## config.mk

```make
export PLATFORM = sky130hd
export DESIGN_NAME = fabric_launch_ctrl
export DESIGN_NICKNAME = d
export VERILOG_FILES = /design/src/rtl/fabric_launch_ctrl.sv
export SDC_FILE = /design/constraint.sdc
export NUM_CORES = 1
export LEC_CHECK = 0
export ABC_CLOCK_PERIOD_IN_PS = 4100
export BUFFER_PORTS_ARGS = -buffer_cell sky130_fd_sc_hd__buf_2
export CORE_MARGIN = 2
export CORE_UTILIZATION = 45
export DETAILED_ROUTE_END_ITERATION = 10
export MAX_ROUTING_LAYER = met4
export PLACE_DENSITY = 0.76
export SLEW_MARGIN = 20
export SYNTH_ARGS = -nofsm -noshare
export SYNTH_HDL_FRONTEND = slang
export SYNTH_SLANG_ARGS = --single-unit
```

## constraint.sdc

```tcl
create_clock -name clk -period 4.1 [get_ports clk]
set_input_delay 0 -clock clk [delete_from_list [all_inputs] [get_ports clk]]
set_output_delay 0 -clock clk [all_outputs]
set_load 0.005 [all_outputs]
```

## src/rtl/fabric_launch_ctrl.sv

```systemverilog
// Streams a segmented instruction image into the fabric rows, fires call, waits for every row's ret.
// Optional return watchdog under LAUNCH_TIMEOUT_EN; without it WAIT_RET waits forever.
module fabric_launch_ctrl #(
    parameter int ROWS             = 2,
    parameter int COLS             = 2,
    parameter int INSTR_DATA_WIDTH = 27,
    parameter int INSTR_ADDR_WIDTH = 6,
    parameter int INSTR_HOPS_WIDTH = 4,
    parameter int IMEM_ADDR_WIDTH  = 12,
    parameter int TIMEOUT_CYCLES   = 4096
) (
    input  logic                                 clk,
    input  logic                                 rst_n,
    input  logic                                 start,
    input  logic [IMEM_ADDR_WIDTH-1:0]           start_addr,
    output logic                                 imem_en,
    output logic [IMEM_ADDR_WIDTH-1:0]           imem_addr,
    input  logic [INSTR_DATA_WIDTH-1:0]          imem_rdata,
    output logic [ROWS*INSTR_DATA_WIDTH-1:0]     instr_data_out,
    output logic [ROWS*INSTR_ADDR_WIDTH-1:0]     instr_addr_out,
    output logic [ROWS*INSTR_HOPS_WIDTH-1:0]     instr_hops_out,
    output logic [ROWS-1:0]                      instr_en_out,
    output logic [ROWS-1:0]                      call,
    input  logic [ROWS-1:0]                      ret,
    output logic                                 busy,
    output logic                                 done,
    output logic                                 error
);
    localparam int DW = INSTR_DATA_WIDTH;
    localparam int AW = INSTR_ADDR_WIDTH;
    localparam int HW = INSTR_HOPS_WIDTH;
    localparam int MW = IMEM_ADDR_WIDTH;
    localparam int CW = AW + 1;
    localparam int RW = (ROWS > 1) ? $clog2(ROWS) : 1;
    localparam int SW = $clog2(2 * COLS) + 1;

    typedef enum logic [2:0] {
        IDLE, HDR_REQ, HDR_WAIT, LOAD, CALL, SETTLE, WAIT_RET, DONE
    } state_t;

    state_t          state_q, state_d;
    logic [MW-1:0]   ptr_q, ptr_d;
    logic [RW-1:0]   row_q, row_d;
    logic [HW-1:0]   col_q, col_d;
    logic [CW-1:0]   cnt_q, cnt_d;
    logic [CW-1:0]   rd_q, rd_d;
    logic [AW-1:0]   slot_q, slot_d;
    logic            vld_q, vld_d;
    logic [SW-1:0]   settle_q, settle_d;
    logic            err_q, err_d;

    logic [7:0] hdr_cnt, hdr_col, hdr_row;
    assign hdr_cnt = imem_rdata[7:0];
    assign hdr_col = imem_rdata[15:8];
    assign hdr_row = imem_rdata[23:16];

`ifdef LAUNCH_TIMEOUT_EN
    localparam int TW = $clog2(TIMEOUT_CYCLES + 1);
    logic [TW-1:0] tmo_q, tmo_d;
`else
    logic unused_tmo;
    assign unused_tmo = (TIMEOUT_CYCLES > 0);
`endif

    always_comb begin
        state_d  = state_q;
        ptr_d    = ptr_q;
        row_d    = row_q;
        col_d    = col_q;
        cnt_d    = cnt_q;
        rd_d     = rd_q;
        slot_d   = slot_q;
        vld_d    = 1'b0;
        settle_d = settle_q;
        err_d    = err_q;
        imem_en  = 1'b0;
        case (state_q)
            IDLE: begin
                if (start) begin
                    ptr_d   = start_addr;
                    err_d   = 1'b0;
                    state_d = HDR_REQ;
                end
            end
            HDR_REQ: begin
                imem_en = 1'b1;
                ptr_d   = ptr_q + MW'(1);
                state_d = HDR_WAIT;
            end
            HDR_WAIT: begin
                if (hdr_cnt == 8'd0) begin
                    state_d = CALL;
                end else if (int'(hdr_row) >= ROWS || int'(hdr_col) >= COLS ||
                             int'(hdr_cnt) > (1 << AW)) begin
                    err_d   = 1'b1;
                    state_d = DONE;
                end else begin
                    row_d   = RW'(hdr_row);
                    col_d   = HW'(hdr_col);
                    cnt_d   = CW'(hdr_cnt);
                    rd_d    = '0;
                    slot_d  = '0;
                    state_d = LOAD;
                end
            end
            LOAD: begin
                // Reads run one cycle ahead of the strobes they feed.
                if (rd_q != cnt_q) begin
                    imem_en = 1'b1;
                    ptr_d   = ptr_q + MW'(1);
                    rd_d    = rd_q + CW'(1);
                    vld_d   = 1'b1;
                end
                if (vld_q) begin
                    slot_d = slot_q + AW'(1);
                    if ({1'b0, slot_q} == cnt_q - CW'(1))
                        state_d = HDR_REQ;
                end
            end
            CALL: begin
                settle_d = '0;
                state_d  = SETTLE;
            end
            SETTLE: begin
                settle_d = settle_q + SW'(1);
                if (settle_q == SW'(2 * COLS - 1))
                    state_d = WAIT_RET;
            end
            WAIT_RET: begin
                if (&ret)
                    state_d = DONE;
            end
            DONE: state_d = IDLE;
            default: state_d = IDLE;
        endcase
`ifdef LAUNCH_TIMEOUT_EN
        tmo_d = '0;
        if (state_q == SETTLE || state_q == WAIT_RET) begin
            tmo_d = tmo_q + TW'(1);
            if (tmo_q == TW'(TIMEOUT_CYCLES - 1) && !(state_q == WAIT_RET && (&ret))) begin
                err_d   = 1'b1;
                state_d = DONE;
            end
        end
`endif
    end

    always_ff @(posedge clk) begin
        if (!rst_n) begin
            state_q  <= IDLE;
            ptr_q    <= '0;
            row_q    <= '0;
            col_q    <= '0;
            cnt_q    <= '0;
            rd_q     <= '0;
            slot_q   <= '0;
            vld_q    <= 1'b0;
            settle_q <= '0;
            err_q    <= 1'b0;
`ifdef LAUNCH_TIMEOUT_EN
            tmo_q    <= '0;
`endif
        end else begin
            state_q  <= state_d;
            ptr_q    <= ptr_d;
            row_q    <= row_d;
            col_q    <= col_d;
            cnt_q    <= cnt_d;
            rd_q     <= rd_d;
            slot_q   <= slot_d;
            vld_q    <= vld_d;
            settle_q <= settle_d;
            err_q    <= err_d;
`ifdef LAUNCH_TIMEOUT_EN
            tmo_q    <= tmo_d;
`endif
        end
    end

    // Instruction data passes straight from the read port; only the selected row sees it.
    always_comb begin
        instr_data_out = '0;
        instr_addr_out = '0;
        instr_hops_out = '0;
        instr_en_out   = '0;
        for (int r = 0; r < ROWS; r++) begin
            if (vld_q && row_q == RW'(r)) begin
                instr_en_out[r]             = 1'b1;
                instr_data_out[r*DW +: DW]  = imem_rdata;
                instr_addr_out[r*AW +: AW]  = slot_q;
                instr_hops_out[r*HW +: HW]  = col_q;
            end
        end
    end

    assign imem_addr = imem_en ? ptr_q : '0;
    assign call      = {ROWS{state_q == CALL}};
    assign busy      = (state_q != IDLE);
    assign done      = (state_q == DONE);
    assign error     = err_q;

endmodule

```

**Word level (Yosys, flattened, before mapping)**

Index checks and enable logic that the tools add are counted.

- Register bits: 45
- Word-level logic and storage cells: 94

- Add/sub/neg operators: 5
- Order comparisons: 3
- Equal/unequal tests: 19
- Mux-type cells: 35
- Bitwise operators: 3
- Reductions and logical operators: 19

Operator list:

| kind | number |
|---|---|
| $mux W27 | 2 |
| $mux W12 | 3 |
| $pmux W12 S3 | 1 |
| $mux W6 | 5 |
| $pmux W3 S8 | 1 |
| $mux W3 | 7 |
| $mux W7 | 3 |
| $ne A2 B2 Y1 const B | 9 |
| $ge A8 B2 Y1 const B | 2 |
| $pmux W7 S2 | 1 |
| $add A12 B1 Y12 const B | 1 |
| $eq A3 B3 Y1 const B | 4 |
| $pmux W6 S2 | 1 |
| $reduce_and A4 Y1 | 3 |
| $eq A3 B2 Y1 const B | 3 |
| $gt A8 B7 Y1 const B | 1 |
| $logic_not A8 Y1 | 1 |
| $mux W4 | 2 |
| $add A7 B1 Y7 const B | 1 |
| $eq A6 B7 Y1 | 1 |
| $ne A7 B7 Y1 | 1 |
| $sub A7 B1 Y7 const B | 1 |
| $add A6 B1 Y6 const B | 1 |
| $mux W1 | 6 |
| 13 further kinds | 23 |

**Logic depth before layout (Yosys ltp)**

- Depth after elaboration: 6
- Mapped depth: 8
- Gate-level depth less buffers: 8

**Worst setup path before layout**

Ideal clock, no wire load.

- Path type: register -> register
- From: register cnt_q[0]
- To: register state_q[0]
- Setup time: 0.066 ns
- Arrival: 2.044 ns
- Required time: 4.034 ns
- Slack: 1.990 ns
- Cell stages (with the launch flop): 9
- Buffers on the path: 0
- Period minus slack after synthesis: 2.110 ns
- Path through: dfxtp_1 > inv_1 > ha_1 > nor3b_1 > mux2_2 > o211ai_1 > nand4_2 > or3_1 > a21oi_2

- Longest elaborated chain between the ends: 4

Ends and longest elaborated chain:

| what | RTL line | source |
|---|---|---|
| from (decl) | 45 | `logic [CW-1:0] cnt_q, cnt_d;` |
| from (signal assigned) | 168 | `cnt_q <= cnt_d;` |
| $sub A7 B1 Y7 | 116 | `if ({1'b0, slot_q} == cnt_q - CW'(1))` |
| $eq A6 B7 Y1 | 116 |  |
| $ne A2 B2 Y1 (no line) | - |  |
| $reduce_and A5 Y1 (no line) | - |  |
| to (signal assigned) | 164 | `state_q <= state_d;` |
| to (decl) | 41 | `state_t state_q, state_d;` |

Every way passes these cells.
A chain may end at the register's enable or synchronous reset.

**Final worst setup path**

- From: register state_q[0]
- To: output imem_addr[4]

- Longest elaborated chain between the ends: 3
- Elaborated cells on any way between the ends: 4
- Classes of those cells: eq/ne (2); mux (2)

Ends and longest elaborated chain:

| what | RTL line | source |
|---|---|---|
| $eq A3 B2 Y1 / $eq A3 B1 Y1 (equally long branches) | 77 | `case (state_q)` |
| $pmux W1 S2 (*) | 77 |  |
| $mux W12 (*) | 196 | `assign imem_addr = imem_en ? ptr_q : '0;` |
| to (decl) | 17 | `output logic [IMEM_ADDR_WIDTH-1:0] imem_addr,` |

Every way passes the cells marked *; elsewhere a longest branch is shown, timed or not.

==> reports/metrics.cfg <==
[outcome]
status = finished with violations
violations = negative hold slack

[run]
drv_cap = 0

[sta]
clock.fmax_mhz = 371.3
hold_viol_final = 1
worst_slack_ns = 1.407
setup_viol = 0
report.final.slew_viol_count = 0
finalSetupTns_ns = 0
tightestPinTransition_ns = 1.008
rsz0062_at_grt = no
whs_ns = -0.0006417
timing.slew.headroom_pct = 32.82
finalCriticalPeriod_ns = 2.693
worst_clock_skew_ns = 0.007028
post-route-period-util_pct = 65.69

[worst_setup_path]
worstPathArrival_ns = 2.69
crit_path_max_fanout = 22
startpoint_type = flip-flop
end_kind = primary output
cp_data_required_time_ns = 4.10
worst-setup-path-type = reg2out

[placement]
dp.cells = 627
io_buffers = 137
place_congestion = 0.8591
dp_slack_ns = 1.672
hpwlAfterDp_mm = 6.584

[synth]
synthFlopType = dfxtp_1
synth_area_um2 = 3232
ys_warn_count = 0
yosysUniqueCellTypes = 57
postSynthAreaPerCell_um2 = 7.587
yosysSeqAreaShare_pct = 27.87
synth_seq_cells = 45
syn_nets = 476
async_reset_ff_share_pct = 0
synth_edf_count = 0
synth_cells = 426

[floorplan]
die_w_um = 88.75
io_pins = 138
initial_utilization_pct = 47.05
fp-row-count = 30
core-area_um2 = 6869
dieHeight_um = 88.75
die_area_um2 = 7876

[clocking]
cts_tree = done
clk_latency_ns = 0.29
cts_resized = 0
htree_num_levels = 2
numCtsBuffers = 5
clock_sinks = 45
clk_pin_slew_ns = 0.08
cts_root_buf = clkbuf_8
cts_buffer_depth = 2

[global_route]
grt_pass1_vias = 3023
grt_pass1_wl_mm = 14.10
antenna_found_initial = 0
gr-total-overflow = 0
track_usage_pct = 22.71
grt_start_max_net_pins = 41

[power_and_ir_drop]
leakagePower_nw = 1.949
ir_drop_mv = 0.3356
p_per_area_nw_per_um2 = 336.2

[finish]
drive_gt1_share_pct = 30.07
num-nets-final = 592
instances_no_fill = 638
area_delta_synth_final_pct = 23.62
antenna_cells = 0
layout_common_cells = buf_2 (137), and2_1 (53), dfxtp_1 (44), and3_1 (38), nor2_1 (37)
final_common_cell = buf_2

[route]
vias = 3397
vias_per_cell = 5.324
firstDrtPassIters = 4
routedWlPerCell_um = 13.94
antenna_left = 0
drc = 0
dr.first_iter.drc_count = 195
wl_mm = 8.893

[hold_path]
worst_hold_path_type = in2reg

-- metal layers --
| metal | vias up | global-route usage, % | share of wire, % | wire length [um] |
|---|---|---|---|---|
| li1 | 1720 | - | - | - |
| met3 | 8 | 3.265 | 4.4 | 390 |
| met5 | - | - | 0 | 0 |
| met2 | 76 | 37.45 | 49 | 4323 |
| met1 | 1593 | 29.97 | 46 | 4131 |
| met4 | 0 | 3.857 | 0.53 | 47 |
-- through the flow --
step / cell area (um^2) / hold slack, ns / power (mW) / util (%)
2_1_floorplan: 3232 / 0.1103 / 0.9490 / -
3_3_place_gp: 3860 / 0.2596 / 1.051 / 56.19
3_5_place_dp: 3860 / 0.2724 / 1.070 / 56.19
4_1_cts: 3986 / 0.005318 / 1.346 / 58.03
5_1_grt: 3995 / 0.01302 / 1.436 / 58.16
6_report: 3995 / -0.0006417 / 1.343 / 58.16
-- power by group --
group          switching [mW]  internal (mW)
Sequential              0.103          0.501
Clock                   0.142          0.134
Combinational           0.269          0.194
Total                   0.514          0.829
-- state kept, by name, summed over array words and instances (netlist names) --
name,count
error,1
col_q,4
cnt_q,7
settle_q,3
ptr_q,12
rd_q,7
vld_q,1
slot_q,6
state_q,3
row_q,1
-- synthesized netlist by cell type, drive strengths merged, types with 2 or more instances --
| master | instances | share of area [%] |
|---|---|---|
| o21ai | 14 | 2.2 |
| nor3 | 10 | 1.5 |
| nor4 | 6 | 1.4 |
| dfxtp | 45 | 28 |
| ha | 6 | 2.3 |
| or2b | 2 | 0.50 |
| o31ai | 3 | 0.70 |
| nand3b | 4 | 0.93 |
| a211oi | 4 | 0.93 |
| mux2i | 11 | 3.4 |
| clkbuf | 28 | 4.2 |
| nor2 | 37 | 4.3 |
| and2 | 53 | 10 |
| a41oi | 2 | 0.54 |
| nor3b | 5 | 1.2 |
| nand4 | 9 | 1.9 |
| buf | 5 | 0.81 |
| nand3 | 10 | 1.5 |
| nand2b | 5 | 0.97 |
| xnor2 | 12 | 3.3 |
| nand2 | 31 | 3.6 |
| a21oi | 30 | 4.8 |
| o211ai | 3 | 0.70 |
| or4 | 3 | 0.70 |
| o32ai | 5 | 1.4 |
| inv | 10 | 1.2 |
| xor2 | 5 | 1.4 |
| or2 | 2 | 0.39 |
| and3 | 38 | 7.4 |
| or3 | 7 | 1.5 |
| o22ai | 2 | 0.39 |
| a22oi | 2 | 0.46 |
| a311oi | 2 | 0.54 |
-- layout make-up --
class,count,area (um^2)
well taps,96,120.1
multi-input cells,336,2101
repair buffers,144,748.2
flip-flops and latches,45,902.1
inverters,10,37.54
clock buffers,7,86.33
fillers,670,2874
-- what timing repair did --
item | in CTS | in global routing
hold buffers | 4 | 0
hold endpoints to repair | 4 | 0
buffers inserted | 0 | 0
-- path summary, 6_finish.rpt --
kind / endpoint / cells past startpoint / startpoint / slack, ns
setup / recovery: imem_addr[4] / 4 / state_q[0]$_SDFFE_PN0P_ / 1.41
hold / removal: cnt_q[3]$_SDFFE_PN0P_ / 3 / imem_rdata[3] / -0.0006
setup reg to reg: state_q[0]$_SDFFE_PN0P_ / 6 / state_q[2]$_SDFFE_PN0P_ / 1.67
hold reg to reg: settle_q[1]$_SDFFE_PN0P_ / 2 / settle_q[1]$_SDFFE_PN0P_ / 0.46
-- critical path: stages, from the launching register on --
cell      delay (ns)
dfxtp_1         0.71
nand2b_1        0.58
a21oi_1         0.78
and2_1          0.22
buf_2           0.11
-- cell families after synthesis --
logic type      count (synthesis)  synth area share (%)
buf+inv                        45                 7.549
simple gates                  225                 38.83
flops                          45                 27.87
compound gates                 76                 15.06
mux                            12                 3.755
fa+ha+maj                       6                 2.323
xor+xnor                       17                 4.607
(Power assumes the default switching activity.)
